[src/rtl/video_timing_gen.sv]
// Pixel-rate raster timing generator: h/v counters, blank/sync windows, strobes and scroll accumulator.
// Optional interlace (odd field one line longer, half-line vsync) under `VIDEO_TIMING_INTERLACE_EN.
module video_timing_gen #(
    parameter int H_TOTAL   = 640,
    parameter int V_TOTAL   = 312,
    parameter int HBL_START = 310,
    parameter int HBL_END   = 440,
    parameter int HS_START  = 336,
    parameter int HS_END    = 368,
    parameter int VBL_START = 306,
    parameter int VBL_END   = 2,
    parameter int VS_START  = 308,
    parameter int VS_END    = 0,
    parameter int VVC_STEP  = 6
) (
    input  logic       clk,
    input  logic       reset,
    input  logic       ce_pix,
    output logic [9:0] hc,
    output logic [8:0] vc,
    output logic [9:0] vvc,
    output logic       hblank,
    output logic       vblank,
    output logic       hsync,
    output logic       vsync,
    output logic       de,
    output logic       sol,
    output logic       sof,
    output logic       field
);

    localparam logic [9:0] H_LAST   = 10'(H_TOTAL - 1);
    localparam logic [8:0] V_LAST   = 9'(V_TOTAL - 1);
    localparam logic [9:0] HBL_S    = 10'(HBL_START);
    localparam logic [9:0] HBL_E    = 10'(HBL_END);
    localparam logic [9:0] HS_S     = 10'(HS_START);
    localparam logic [9:0] HS_E     = 10'(HS_END);
    localparam logic [9:0] VBL_S    = 10'(VBL_START);
    localparam logic [9:0] VBL_E    = 10'(VBL_END);
    localparam logic [9:0] VS_S     = 10'(VS_START);
    localparam logic [9:0] VS_E     = 10'(VS_END);
    localparam logic [9:0] VVC_INC  = 10'(VVC_STEP);

    // Window rule: ordinary range, range wrapping through zero, or empty when S==E.
    function automatic logic in_window(input logic [9:0] x, input logic [9:0] s, input logic [9:0] e);
        logic r;
        if (s < e) begin
            r = (x >= s) && (x < e);
        end else if (s > e) begin
            r = (x >= s) || (x < e);
        end else begin
            r = 1'b0;
        end
        return r;
    endfunction

`ifdef VIDEO_TIMING_INTERLACE_EN
    localparam logic [8:0] V_LAST_ODD = 9'(V_TOTAL);
    localparam logic [9:0] H_HALF     = 10'(H_TOTAL / 2);

    // Odd-field vsync: same line window but both edges shifted to mid-line.
    function automatic logic half_window(input logic [9:0] y, input logic [9:0] x);
        logic after_s;
        logic before_e;
        logic r;
        after_s  = (y > VS_S) || ((y == VS_S) && (x >= H_HALF));
        before_e = (y < VS_E) || ((y == VS_E) && (x < H_HALF));
        if (VS_S < VS_E) begin
            r = after_s && before_e;
        end else if (VS_S > VS_E) begin
            r = after_s || before_e;
        end else begin
            r = 1'b0;
        end
        return r;
    endfunction
`endif

    logic [9:0] hc_n;
    logic [8:0] vc_n;
    logic [9:0] vvc_n;
    logic       field_n;
    logic [8:0] v_last;
    logic       hblank_n;
    logic       vblank_n;
    logic       hsync_n;
    logic       vsync_n;

    // Last line index of the current field.
    always_comb begin
        v_last = V_LAST;
`ifdef VIDEO_TIMING_INTERLACE_EN
        if (field) begin
            v_last = V_LAST_ODD;
        end else begin
            v_last = V_LAST;
        end
`endif
    end

    // Next counter values assuming one pixel advance.
    always_comb begin
        hc_n    = hc;
        vc_n    = vc;
        vvc_n   = vvc;
        field_n = field;
        if (hc == H_LAST) begin
            hc_n = 10'd0;
            if (vc == v_last) begin
                vc_n  = 9'd0;
                vvc_n = vvc + VVC_INC;
`ifdef VIDEO_TIMING_INTERLACE_EN
                field_n = ~field;
`else
                field_n = 1'b0;
`endif
            end else begin
                vc_n = vc + 9'd1;
            end
        end else begin
            hc_n = hc + 10'd1;
        end
    end

    // Flags evaluated on the next counter values so they register alongside them.
    always_comb begin
        hblank_n = in_window(hc_n, HBL_S, HBL_E);
        hsync_n  = in_window(hc_n, HS_S, HS_E);
        vblank_n = in_window({1'b0, vc_n}, VBL_S, VBL_E);
        vsync_n  = in_window({1'b0, vc_n}, VS_S, VS_E);
`ifdef VIDEO_TIMING_INTERLACE_EN
        if (field_n) begin
            vsync_n = half_window({1'b0, vc_n}, hc_n);
        end else begin
            vsync_n = in_window({1'b0, vc_n}, VS_S, VS_E);
        end
`endif
    end

    // State and output registers; strobes exist only on enabled clocks.
    always_ff @(posedge clk) begin
        if (reset) begin
            hc     <= 10'd0;
            vc     <= 9'd0;
            vvc    <= 10'd0;
            field  <= 1'b0;
            hblank <= 1'b0;
            hsync  <= 1'b0;
            vblank <= 1'b1;
            vsync  <= 1'b0;
            de     <= 1'b0;
            sol    <= 1'b0;
            sof    <= 1'b0;
        end else if (ce_pix) begin
            hc     <= hc_n;
            vc     <= vc_n;
            vvc    <= vvc_n;
            field  <= field_n;
            hblank <= hblank_n;
            hsync  <= hsync_n;
            vblank <= vblank_n;
            vsync  <= vsync_n;
            de     <= ~hblank_n & ~vblank_n;
            sol    <= (hc_n == 10'd0);
            sof    <= (hc_n == 10'd0) && (vc_n == 9'd0);
        end else begin
            sol    <= 1'b0;
            sof    <= 1'b0;
        end
    end

endmodule
[config.mk]
export PLATFORM = sky130hd
export DESIGN_NAME = video_timing_gen
export DESIGN_NICKNAME = d
export VERILOG_FILES = /design/src/rtl/video_timing_gen.sv
export SDC_FILE = /design/constraint.sdc
export NUM_CORES = 1
export LEC_CHECK = 0
export BUFFER_PORTS_ARGS = -buffer_cell sky130_fd_sc_hd__buf_4
export CORE_MARGIN = 3
export CORE_UTILIZATION = 30
export CTS_CLUSTER_DIAMETER = 50
export CTS_CLUSTER_SIZE = 8
export DETAILED_ROUTE_END_ITERATION = 6
export PLACE_DENSITY = 0.56
export REMOVE_ABC_BUFFERS = 1
export SLEW_MARGIN = 10
export SYNTH_ARGS = -nofsm -noshare
export SYNTH_HDL_FRONTEND = slang
export SYNTH_SLANG_ARGS = --single-unit
[constraint.sdc]
create_clock -name clk -period 2.55 [get_ports clk]
set_clock_uncertainty 0.15 [all_clocks]
set_input_delay 0.51 -clock clk [delete_from_list [all_inputs] [get_ports clk]]
set_output_delay 0.51 -clock clk [all_outputs]
set_load 0.005 [all_outputs]
# Word level (Yosys, flattened, before mapping)
# Index checks and enable logic that the tools add are counted.
# op_classes
reduce_logical,8
n_mux,3
n_eq_ne,2
bitwise_logic,4
n_addsub,3
magnitude_cmp,7
# op_table
cell,count
greater-or-equal comparator 10 x 9 -> 1 bit (second input constant),2
less-than comparator 10 x 9 -> 1 bit (second input constant),2
greater-or-equal comparator 9 bit (second input constant),2
two-way mux 9 bit,2
adder 10 x 1 -> 10 bit (second input constant),1
adder 10 x 3 -> 10 bit (second input constant),1
== test 10 bit (second input constant),1
logical NOT 10 bit,1
two-way mux 10 bit,1
adder 9 x 1 -> 9 bit (second input constant),1
== test 9 bit (second input constant),1
logical NOT 9 bit,1
less-than comparator 9 x 2 -> 1 bit (second input constant),1
logical AND 1 bit,3
NOT 1 bit,3
AND reduction 3 bit,1
OR reduction 2 bit,1
AND 1 bit,1
logical OR 1 bit,1
# totals
wordCells,37
ff_bits,36
out_inout_bits,37

# Longest topological paths before layout
# depth
word_depth,7
depth_mapped,10
mapped_depth_nobuf,8

# Worst setup path after synthesis
# OpenSTA, ideal clock, no wires.
# synth_path
kind,register to register
from,reg vc[1]
to,reg de
slack_ns,0.139
required_ns,2.266
period_less_slack_ns,2.411
path_buffers,0
setup_time_ns,0.134
arrival_time_ns,2.127
path_stages_with_launch,9
path_cell_list,dfxtp_1 > ha_1 > and4_1 > nand2_1 > a211oi_1 > o22ai_1 > or3_1 > o32ai_2 > nor4_1
# synth_via
elab_chain_cells,7
# synth_lines
element,line,text
start: declaration,20,"output logic [8:0] vc,"
start signal: assignment,156,vc <= vc_n;
adder 9 x 1 -> 9 bit / == test 9 bit (equally long branches),"118, 109",
two-way mux 9 bit,109,if (vc == v_last) begin
two-way mux 9 bit *,107,if (hc == H_LAST) begin
greater-or-equal comparator 9 bit / less-than comparator 9 x 2 -> 1 bit (equally long branches),50,r = (x >= s) || (x < e);
logical OR 1 bit *,50,
NOT 1 bit *,163,de <= ~hblank_n & ~vblank_n;
AND 1 bit *,163,
end signal: assignment,163,
end: declaration,26,"output logic de,"
# Every way passes the cells marked *; elsewhere a longest branch is shown, timed or not.
# A chain may end at the register's enable or synchronous reset.

# Worst setup path in the final report
# layout_path
from,reg hc[2]
to,reg hblank
# layout_via
elab_chain_cells,4
# layout_lines
element,line,text
start: declaration,19,"output logic [9:0] hc,"
start signal: assignment,155,hc <= hc_n;
adder 10 x 1 -> 10 bit / == test 10 bit (equally long branches),"121, 107",
two-way mux 10 bit *,107,
greater-or-equal comparator 10 x 9 -> 1 bit / less-than comparator 10 x 9 -> 1 bit (equally long branches),48,r = (x >= s) && (x < e);
logical AND 1 bit *,48,
end signal: assignment,159,hblank <= hblank_n;
end: declaration,22,"output logic hblank,"
# Marked as above.

==> results.json <==
{
  "drtAntennaViolNets": 0,
  "insertion_delay_ns": 0.29,
  "pre_cts_ws_ns": 0.05722,
  "io_buffers": 37,
  "synth-seq-cells": 35,
  "critPathTopFamily": "simple AND/OR/NAND/NOR gates",
  "crit_path_end": "hblank$_SDFFE_PP0P_",
  "synth_compound_area_share_pct": 19.53,
  "cp_slowest_cell": "or4_2",
  "initialDrtViolationCount": 91,
  "sw_frac_of_total_pct": 22.11,
  "switchingPower_uw": 254.2,
  "vias": 2215,
  "max_stage_delay_ns": 0.54,
  "end_kind": "register",
  "synthXorXnorAreaFrac_pct": 7.878,
  "viasPerCell": 5.224,
  "area_delta_synth_final_pct": 27.52,
  "synth_top_family_by_area": "simple AND/OR/NAND/NOR gates",
  "min_period_over_period_pct": 91.71,
  "combPwrFrac_pct": 6.0,
  "crit_type": "register to register",
  "synth_area_per_cell_um2": 7.969,
  "finalSetupTns_ns": 0,
  "first_global_vias": 2172,
  "ir_drop_v": 0.0002141,
  "leakagePower_uw": 0.001111,
  "maxCapViolations": 0,
  "synth_sequential_area_ratio_pct": 31.51,
  "drc": 0,
  "cts_root_buf": "clkbuf_8",
  "cp.depth": 8,
  "cp.arrival_ns": 2.42,
  "status": "finished clean",
  "dp_hpwl_mm": 4.411,
  "place_congestion": 0.8923,
  "critPathLaunch": "hc[2]$_SDFFE_PP0P_",
  "worstPathCellList": "and2_4 -> nand2_1 -> or4_2 -> a21oi_1 -> nor3_1 -> buf_4 -> nor3_1 -> o21a_1",
  "drv_slew": 0,
  "ys.flop_type": "dfxtp_1",
  "yosys.area_share.simple_pct": 29.77,
  "setup_viol": 0,
  "grt_pass1_wl_mm": 10.38,
  "nets": 334,
  "largest_reg_flops": 10,
  "path_common_cell": "nor3_1",
  "reg2reg_depth": 8,
  "whs_path_depth": 1,
  "row_count": 30,
  "p_seq_share_pct": 48.2,
  "clk_path_buf_depth": 2,
  "wl_met2_mm": 2.759,
  "route.layer.met1.wl_mm": 2.884,
  "regToRegStartpoint": "hc[2]$_SDFFE_PP0P_",
  "antenna_found_initial": 0,
  "dieWidth_um": 92.09,
  "synth_edf_count": 0,
  "synth_cell_types": 62,
  "reg2reg_to": "hblank$_SDFFE_PP0P_",
  "path_clk_slew_ns": 0.07,
  "seqCellArea_um2": 701.9,
  "max_flop_register": "hc",
  "ys.warnings.count": 0,
  "cts-htree-levels": 2,
  "diodes": 0,
  "p_int_uw": 895.6,
  "multi_input_area_um2": 1381,
  "io_pins": 40,
  "cts_buffers": 5,
  "final_util_pct": 40.61,
  "cp-start-kind": "register",
  "rsz0062_at_grt": "false",
  "rrSetupSlack_ns": 0.21,
  "finalHoldViolCount": 0,
  "drive_above_1_share_pct": 28.05,
  "synthAdderAreaFrac_pct": 2.251,
  "wl_per_cell_um": 14.35,
  "fillCellCount": 761,
  "fin_ws_ns": 0.2114,
  "clockPowerShare_pct": 45.8,
  "syn-cell-area_um2": 2223,
  "wirelength_mm": 6.085,
  "hp-class": "register to register",
  "die_y_um": 92.09,
  "top_regs": "hc: 10 flops, vc: 9 flops, vvc: 9 flops",
  "synthMuxAreaShare_pct": 1.351,
  "layout_commonest_cell": "buf_4",
  "power.total_uw": 1150,
  "syn_inst": 279,
  "postCtsSetupBuffers": 0,
  "async_flop_share_pct": 0,
  "grt_max_degree": 34,
  "whs_ns": 0.3325,
  "highest_layer": "met4",
  "hold_path_startpoint": "vblank$_SDFFE_PP1P_",
  "cts_tree": "built",
  "mostFrequentLayoutCells": "65 x buf_4, 34 x dfxtp_1, 32 x nor2_1, 21 x a21oi_1, 21 x nand2_1",
  "crit_fanout": 8,
  "fmax_mhz": 427.6,
  "grt_use_total_pct": 14.85,
  "worstPathRequired_ns": 2.64,
  "cts_sinks": 35,
  "met3_length_um": 344,
  "p_per_area_nw_per_um2": 405.6,
  "overflow": 0,
  "initial_utilization_pct": 31.85,
  "period_minus_slack_ns": 2.339,
  "die_area_um2": 8481,
  "core_area_um2": 6982,
  "cp_num_buf_inv": 1,
  "first_pass_iters": 4
}
[cell type report]
class	instances	area share [%]
repair buffers	65	17.21
well taps	96	4.237
inverters	7	0.9267
clock buffers	6	2.913
multi-input cells	213	48.72
clock inverters	2	1.236
flip-flops and latches	35	24.76
[Yosys cell counts (all sizes together) (2+ instances only)]
master    n  area (um^2)
nand2b    4        25.02
nand2    21        78.83
ha        4        50.05
nor2     34        130.1
nand4b    3        26.28
nor4      2        12.51
a2111oi   2        17.52
nand3     8        40.04
o2bb2ai   2        17.52
or3       6        37.54
xnor2     7        61.31
inv       6        22.52
o21ai    10        50.05
and4      5        45.04
and3      3        23.77
mux2i     3        30.03
buf      15        102.6
a21oi    21        105.1
dfxtp    35        700.7
o32ai     2        25.03
nor3     10        61.31
a211oi    7        57.55
and4b     2        23.77
nand4     9        62.56
and2      3        21.27
o22ai     3        18.77
clkbuf   10        38.78
a31oi     5        31.28
nand3b    2        15.01
xor2     13        113.9
nor2b     2        12.51
o211ai    3        22.52
[metal layers]
metal	vias up	GRT usage, %
li1	1096	-
met1	1044	19.50
met2	62	24.03
met3	13	3.363
met4	0	4.827
met5	-	0
[worst min path at each step]
stage / slack [ns] / endpoint
floorplan: 0.31 / vblank$_SDFFE_PP1P_
global placement: 0.31 / vblank$_SDFFE_PP1P_
detailed placement: 0.32 / vblank$_SDFFE_PP1P_
CTS: 0.34 / vblank$_SDFFE_PP1P_
global route: 0.36 / vblank$_SDFFE_PP1P_
finish: 0.33 / vblank$_SDFFE_PP1P_
[per-stage QoR]
step | area, um^2 | cells
3_3_place_gp | 2694 | 416
6_report | 2835 | 424
5_1_grt | 2835 | 424
4_1_cts | 2811 | 424
2_1_floorplan | 2086 | 255
3_5_place_dp | 2694 | 416
[power by group through the flow]
stage	sequential [uW]	clock (uW)	combinational [uW]
after floorplan	573	0	21.9
after CTS	555	545	67.7
after global routing	555	561	76.9
after global placement	567	0	67.3
final	555	526	68.7
after detailed placement	568	0	67.5
[kinds of logic (layout without fill, tap and decap cells)]
logic type / after synthesis / in the layout
other cells: 1 / 2
compound gates: 65 / 65
mux: 3 / 3
fa+ha+maj: 4 / 4
xor+xnor: 20 / 20
simple gates: 119 / 119
flops: 35 / 35
buf+inv: 32 / 80
[timing repair]
item / 4_1_cts / 5_1_grt
endpoints found under the setup margin: 0 / 4
gates resized for setup: 0 / 6
hold buffers: 0 / 0
Note: power is estimated with default switching activity, not from simulation.
